===== config.mk =====
export PLATFORM = sky130hd
export DESIGN_NAME = uart_rx_ctrl
export DESIGN_NICKNAME = d
export VERILOG_FILES = /design/src/rtl/uart_rx_ctrl_pkg.sv /design/src/rtl/uart_rx_ctrl_fifo.sv /design/src/rtl/uart_rx_ctrl.sv
export SDC_FILE = /design/constraint.sdc
export NUM_CORES = 1
export LEC_CHECK = 0
export CORE_MARGIN = 2
export CORE_UTILIZATION = 35
export DETAILED_ROUTE_END_ITERATION = 8
export PLACE_DENSITY_LB_ADDON = 0.25
export SYNTH_ARGS = -nofsm -noshare
export SYNTH_HDL_FRONTEND = slang
export SYNTH_HIERARCHICAL = 1
export SYNTH_SLANG_ARGS = --single-unit

===== constraint.sdc =====
create_clock -name clk -period 3.95 [get_ports clk]
set_input_delay 0.395 -clock clk [delete_from_list [all_inputs] [get_ports clk]]
set_output_delay 0.395 -clock clk [all_outputs]
set_load 0.01 [all_outputs]

===== src/rtl/uart_rx_ctrl_pkg.sv =====
// Shared definitions for the UART receive controller: FSM state
// encodings, error-status bit positions and the default frame width.
package uart_rx_ctrl_pkg;

   localparam int N_BIT_DEF = 8;

   // Bit positions inside the 2-bit error status that travels with each byte
   localparam int ERR_PAR = 0;
   localparam int ERR_FRM = 1;

   typedef enum logic [1:0] {
      ST_IDLE  = 2'd0,
      ST_RUN   = 2'd1,
      ST_FLUSH = 2'd2
   } state_t;

   // Packs parity and frame error flags into the status field layout
   function automatic logic [1:0] pack_err(input logic perr, input logic ferr);
      logic [1:0] e;
      e          = 2'b00;
      e[ERR_PAR] = perr;
      e[ERR_FRM] = ferr;
      return e;
   endfunction

endpackage


===== src/rtl/uart_rx_ctrl_fifo.sv =====
// Synchronous FIFO for received bytes plus their error status.
// Pointers carry an extra wrap bit so full and empty are distinguishable
// without a separate counter. The head entry is presented directly from
// the storage registers, so a byte written in one cycle is visible at the
// output the next cycle with no extra bubble.
module uart_rx_ctrl_fifo #(
   parameter int WIDTH = 10,
   parameter int DEPTH = 16
) (
   input  logic                     clk,
   input  logic                     rst,
   input  logic                     clr,
   input  logic                     wr_en,
   input  logic [WIDTH-1:0]         wr_data,
   input  logic                     rd_en,
   output logic [WIDTH-1:0]         rd_data,
   output logic                     full,
   output logic                     empty,
   output logic [$clog2(DEPTH):0]   level
);

   localparam int AW = $clog2(DEPTH);
   localparam logic [AW:0] PTR_ONE = 1;

   logic [WIDTH-1:0] mem [DEPTH];
   logic [AW:0]      wr_ptr;
   logic [AW:0]      rd_ptr;
   logic             do_wr;
   logic             do_rd;

   // Status flags and the handshake qualification; a write into a full FIFO
   // is only allowed when the head leaves in the same cycle
   always_comb begin
      empty   = (wr_ptr == rd_ptr);
      full    = (wr_ptr[AW] != rd_ptr[AW]) && (wr_ptr[AW-1:0] == rd_ptr[AW-1:0]);
      level   = wr_ptr - rd_ptr;
      do_rd   = rd_en && !empty;
      do_wr   = wr_en && (!full || do_rd);
      rd_data = empty ? '0 : mem[rd_ptr[AW-1:0]];
   end

   // Storage array, written at the tail; contents need no reset because the
   // output is masked while the FIFO is empty
   always_ff @(posedge clk) begin
      if (do_wr && !clr)
         mem[wr_ptr[AW-1:0]] <= wr_data;
   end

   // Pointer update; a clear request wins over any simultaneous read or write
   always_ff @(posedge clk or posedge rst) begin
      if (rst) begin
         wr_ptr <= '0;
         rd_ptr <= '0;
      end else if (clr) begin
         wr_ptr <= '0;
         rd_ptr <= '0;
      end else begin
         if (do_wr)
            wr_ptr <= wr_ptr + PTR_ONE;
         if (do_rd)
            rd_ptr <= rd_ptr + PTR_ONE;
      end
   end

endmodule


===== src/rtl/uart_rx_ctrl.sv =====
// Receive-path controller between the UART receiver and the bus side.
// Latches each completed frame with its error status, applies the drop
// policy, queues accepted bytes in a FIFO with a valid/ready head, flags
// overrun and maintains saturating statistics. Also sequences enable and
// flush for the receive path.
module uart_rx_ctrl
   import uart_rx_ctrl_pkg::*;
#(
   parameter int N_BIT    = N_BIT_DEF,
   parameter int DEPTH    = 16,
   parameter int DROP_BAD = 0,
   parameter int CNT_W    = 16
) (
   input  logic                     clk,
   input  logic                     rst,
   input  logic                     rx_done_tick,
   input  logic [N_BIT-1:0]         rx_data,
   input  logic                     parity_error,
   input  logic                     frame_error,
   input  logic                     enable,
   input  logic                     flush,
   output logic                     m_valid,
   output logic [N_BIT-1:0]         m_data,
   output logic [1:0]               m_err,
   input  logic                     m_ready,
   output logic [$clog2(DEPTH):0]   fifo_level,
   output logic                     overrun,
   output logic [CNT_W-1:0]         good_cnt,
   output logic [CNT_W-1:0]         err_cnt,
   output logic [CNT_W-1:0]         drop_cnt
);

   localparam bit              DROP    = (DROP_BAD != 0);
   localparam logic [CNT_W-1:0] CNT_ONE = 1;

   state_t             state;
   state_t             state_nxt;
   logic               par_seen;
   logic               perr;
   logic               ferr;
   logic               bad;
   logic               take;
   logic               want_push;
   logic               pop;
   logic               lost;
   logic               fifo_wr;
   logic               inc_good;
   logic               inc_err;
   logic               inc_drop;
   logic               fifo_full;
   logic               fifo_empty;
   logic [N_BIT+1:0]   fifo_rd_data;

   // State register
   always_ff @(posedge clk or posedge rst) begin
      if (rst)
         state <= ST_IDLE;
      else
         state <= state_nxt;
   end

   // Next-state logic; a flush request pre-empts every state and the flush
   // state itself always lasts a single cycle
   always_comb begin
      state_nxt = state;
      if (flush) begin
         state_nxt = ST_FLUSH;
      end else begin
         case (state)
            ST_IDLE:  state_nxt = enable ? ST_RUN : ST_IDLE;
            ST_RUN:   state_nxt = enable ? ST_RUN : ST_IDLE;
            ST_FLUSH: state_nxt = enable ? ST_RUN : ST_IDLE;
            default:  state_nxt = ST_IDLE;
         endcase
      end
   end

   // Frame policy: decide whether the current tick is counted, queued,
   // dropped by policy or lost to a full FIFO
   always_comb begin
      perr      = par_seen | parity_error;
      ferr      = frame_error;
      bad       = perr | ferr;
      take      = (state == ST_RUN) && rx_done_tick && !flush;
      want_push = take && !(bad && DROP);
      pop       = m_valid && m_ready;
      lost      = want_push && fifo_full && !pop;
      fifo_wr   = want_push && !lost;
      inc_good  = take && !bad;
      inc_err   = take && bad;
      inc_drop  = (take && bad && DROP) || lost;
   end

   // Parity errors may precede the tick, so they are remembered until the
   // frame they belong to has been handled or the path is flushed
   always_ff @(posedge clk or posedge rst) begin
      if (rst)
         par_seen <= 1'b0;
      else if (flush || rx_done_tick)
         par_seen <= 1'b0;
      else if (parity_error)
         par_seen <= 1'b1;
   end

   // Sticky overrun flag, only cleared by flush or reset
   always_ff @(posedge clk or posedge rst) begin
      if (rst)
         overrun <= 1'b0;
      else if (flush)
         overrun <= 1'b0;
      else if (lost)
         overrun <= 1'b1;
   end

   // Statistics counters; they hold at all-ones and survive flush
   always_ff @(posedge clk or posedge rst) begin
      if (rst) begin
         good_cnt <= '0;
         err_cnt  <= '0;
         drop_cnt <= '0;
      end else begin
         if (inc_good && (good_cnt != '1))
            good_cnt <= good_cnt + CNT_ONE;
         if (inc_err && (err_cnt != '1))
            err_cnt <= err_cnt + CNT_ONE;
         if (inc_drop && (drop_cnt != '1))
            drop_cnt <= drop_cnt + CNT_ONE;
      end
   end

   uart_rx_ctrl_fifo #(
      .WIDTH (N_BIT + 2),
      .DEPTH (DEPTH)
   ) u_fifo (
      .clk     (clk),
      .rst     (rst),
      .clr     (flush),
      .wr_en   (fifo_wr),
      .wr_data ({pack_err(perr, ferr), rx_data}),
      .rd_en   (m_ready),
      .rd_data (fifo_rd_data),
      .full    (fifo_full),
      .empty   (fifo_empty),
      .level   (fifo_level)
   );

   // Head of the FIFO split into byte and error status
   always_comb begin
      m_valid = !fifo_empty;
      m_data  = fifo_rd_data[N_BIT-1:0];
      m_err   = fifo_rd_data[N_BIT+1:N_BIT];
   end

endmodule

==> run_results.csv, run 1 <==
group,metric,value,unit
synthesis,synth_flop_cell,"edfxtp_1",
layout,n_fill_cell,2412,
critical_path,path_class,"reg -> out",
cts,worst_setup_hold_path_clk_slew,0.06,ns
synthesis,synth_enable_flop_cells,160,
synthesis,post_synth_most_frequent_cells,"edfxtp_1 (160), dfrtp_1 (62), nor2_1 (44)",
cts,post_cts_resized,0,
timing,worst_hold_margin,0.291,ns
critical_path,worstRegToRegCells,10,
layout,drive_above_1_share,0.161,
outcome,status,"finished clean",
cts,postCtsSetupBuffers,0,
synthesis,synth.area.top_cells,"edfxtp_1 (51%), dfrtp_1 (16%), mux4_2 (8.6%)",
placement,place.gp.congestion,0.791,
timing,number_of_max_slew_violations_in_the_final_report,0,
floorplan,initial_core_util,0.354,
cts,cts_htree_levels,1,
layout,final_cells,1054,
timing,setup_violating_endpoint_count_in_the_final_report,0,
critical_path,timing.critical_path.to,"m_data[2]",
floorplan,core_area,26700,µm²
cts,clock_sinks,222,
synthesis,synthArstFlopShare,0.279,
layout,multi_input_area,2930,µm²
floorplan,die_width,168,µm
critical_path,worst_ep_required_time,3.56,ns
routing,post-route-drc-count,0,
routing,avg_wl_per_cell,19.5,µm
global_route,residual_overflow_from_global_routing,0,
routing,antenna_violating_nets_post_route,0,
power_and_ir_drop,power_density,419,nW/µm²
synthesis,netlist.top_cell.by_area,"edfxtp_1",
critical_path,cp_max_fo,25,
cts,worst_skew_pair.late_latency,0.51,ns
synthesis,ys_seq_elements,222,
placement,placed_instance_count,1011,
floorplan,floorplan.die_area,28400,µm²
critical_path,slowest_delay,0.54,ns
min_path,hold_path.class,"in -> async",
timing,timing.final.crit_period,3.73,ns
synthesis,synthMostInstantiatedCell,"edfxtp_1",
critical_path,worst_ep_arrival_time,3.34,ns
placement,buffer_ports.inserted,80,
timing,skew,0.00625,ns
timing,worst_pin_slew,1.09,ns
critical_path,critical_path_launch_point_type,"register",
cts,cts_hold_buffers,0,
cts,cts.root.buffer_cell,"clkbuf_16",
global_route,grt_first_pass_wirelength,32000,µm
routing,route.detailed.vias_per_inst,5.13,
floorplan,die_h,168,µm
cts,cts.path.max_buffers,3,
layout,nets,726,
layout,final-seq-area,6360,µm²
floorplan,floorplan.rows,60,
routing,detail_route.wirelength,20500,µm
synthesis,synth.lib_cells_used.distinct,57,
layout,flow.area_growth_from_synthesis,21.4,%
critical_path,ff2ff_setup_slack,0.75,ns
global_route,grt_start_max_net_pins,53,
critical_path,crit_start,"u_fifo/rd_ptr[1]",
global_route,number_of_global_route_vias_before_repair,5715,
layout,diodes,0,
timing,final.period_utilization,0.945,
synthesis,syn-num-nets,614,
timing,grt_setup_unrepaired,"no",
cts,tritoncts,"built",
timing,fmaxAchievable,268,MHz
synthesis,yosys_synthesis_warning_count,6,
placement,detailed_place_hpwl,13500,µm
timing,finalHoldViolCount,0,
timing,totalNegativeSetupSlack,0,ns
synthesis,synth-seq-area-share,0.671,
critical_path,r2r-end,"u_fifo/mem[0][1]",
critical_path,endpoint_kind,"output pin",
flow_run,max_cap_violations,0,
critical_path,r2r-start,"u_fifo/wr_ptr[2]",
synthesis,synthDominantCellAreaShare,0.507,
synthesis,mean_area_per_synthesized_cell,16.2,µm²
layout,finalCoreUtilization,0.430,
global_route,antenna_found_initial,0,
routing,detail_route.first_pass.iterations,4,
routing,routed-via-count,5403,
critical_path,critical-path-slowest-cell,"mux4_2",
synthesis,post_synth_inst_count,585,
floorplan,i_o_pin_count,81,
cts,cts_inserted_buffers,25,
power_and_ir_drop,cellLeakagePower,0.00407,µW
routing,dr.first_iter.drc_count,314,
timing,slew_headroom,0.271,
global_route,global_route.usage.total,0.146,
synthesis,synthesis.area,9470,µm²
power_and_ir_drop,ir_drop,0.242,mV
critical_path,crit_path_cell_trace,"buf_4 > buf_4 > mux4_2 > a211oi_1 > a211oi_1 > clkdlybuf4s50_1",
power breakdown:
part | switching [µW] | internal, µW | total, µW
combinational | 105 | 85.2 | 190
sequential | 23.6 | 2520 | 2550
clock | 865 | 1210 | 2080
state kept, by name, indices dropped and copies added, names as in the netlist:
register and cells:
overrun 1, state 2, u_fifo/rd_ptr 5, u_fifo/wr_ptr 5
good_cnt 16, par_seen 1, err_cnt 16, drop_cnt 16
u_fifo/mem 160
worst max-delay path: cells and delay by family (launching register included):
family,cells,cell delay [ns]
buffers and inverters,3,1.31
AO/OA/AOI/OAI,2,0.59
multiplexers,1,0.54
flip-flops,1,0.35
cell type report:
type	count	area share
Inverter	18	0.00588
Clock buffer	28	0.0554
Sequential cell	222	0.553
Multi-Input combinational cell	326	0.255
Tap cell	341	0.0371
Timing Repair Buffer	104	0.0853
Clock inverter	15	0.00860
routing by layer:
metal  vias up  GRT usage  share of wire
li1       2484          -              -
met4         0     0.0326          0.015
met1      2767      0.190           0.44
met5         -          0              0
met3        24     0.0253          0.051
met2       128      0.257           0.50
cell usage in the layout, fill, tap and decap left out, drive strengths merged, types with 3 or more instances in the layout:
| cell type | Yosys | final |
|---|---|---|
| and4 | 6 | 6 |
| nor4 | 7 | 7 |
| ha | 12 | 12 |
| nand4 | 20 | 20 |
| inv | 18 | 19 |
| a21oi | 7 | 7 |
| dfrtp | 62 | 62 |
| mux2 | 4 | 4 |
| clkbuf | 4 | 28 |
| nand3 | 19 | 19 |
| a211oi | 19 | 19 |
| nor3b | 3 | 3 |
| or4 | 3 | 3 |
| buf | 15 | 24 |
| nand2b | 5 | 5 |
| o21ai | 6 | 6 |
| mux2i | 13 | 13 |
| nor2 | 44 | 44 |
| clkdlybuf4s50 | 0 | 80 |
| xor2 | 24 | 24 |
| clkinv | 0 | 13 |
| nor2b | 9 | 9 |
| mux4 | 39 | 39 |
| nor3 | 8 | 8 |
| nand2 | 23 | 23 |
| xnor2 | 26 | 26 |
| edfxtp | 160 | 160 |
| or3 | 5 | 5 |
metrics by stage:
stage          worst slack, ns  total power [µW]  cell area [µm²]
5_1_grt                 0.0276              4990            11500
6_report                 0.217              4820            11500
4_1_cts                  0.145              4880            11500
3_5_place_dp             0.702              2790            10800
2_1_floorplan            0.265              2670             9470
3_3_place_gp             0.728              2780            10800
how the worst min path moves through the flow:
stage,start,end,slack [ns],cells past startpoint
3_5_place_dp,state[1],state[0],0.48,1
3_3_place_gp,state[1],state[0],0.46,1
2_1_floorplan,rst,u_fifo/rd_ptr[0],0.24,1
6_report,rst,u_fifo/wr_ptr[1],0.29,2
5_1_grt,rst,u_fifo/wr_ptr[1],0.34,2
4_1_cts,rst,u_fifo/wr_ptr[1],0.29,2
kinds of logic after synthesis:
group	Yosys count	share of synthesized area
multiplexers	56	0.112
buffers and inverters	37	0.0198
adder cells (fa/ha/maj)	13	0.0180
AO/OA/AOI/OAI	44	0.0341
AND/OR/NAND/NOR	163	0.0975
XOR/XNOR	50	0.0470
flip-flops	222	0.671
(Power assumes the default switching activity.)
==> run 2: changes to the inputs <==
ABC_CLOCK_PERIOD_IN_PS = 3950   (was not set)
==> results of run 2 <==
Same layout as run 1: the final DEF is identical, and so are final timing and power.
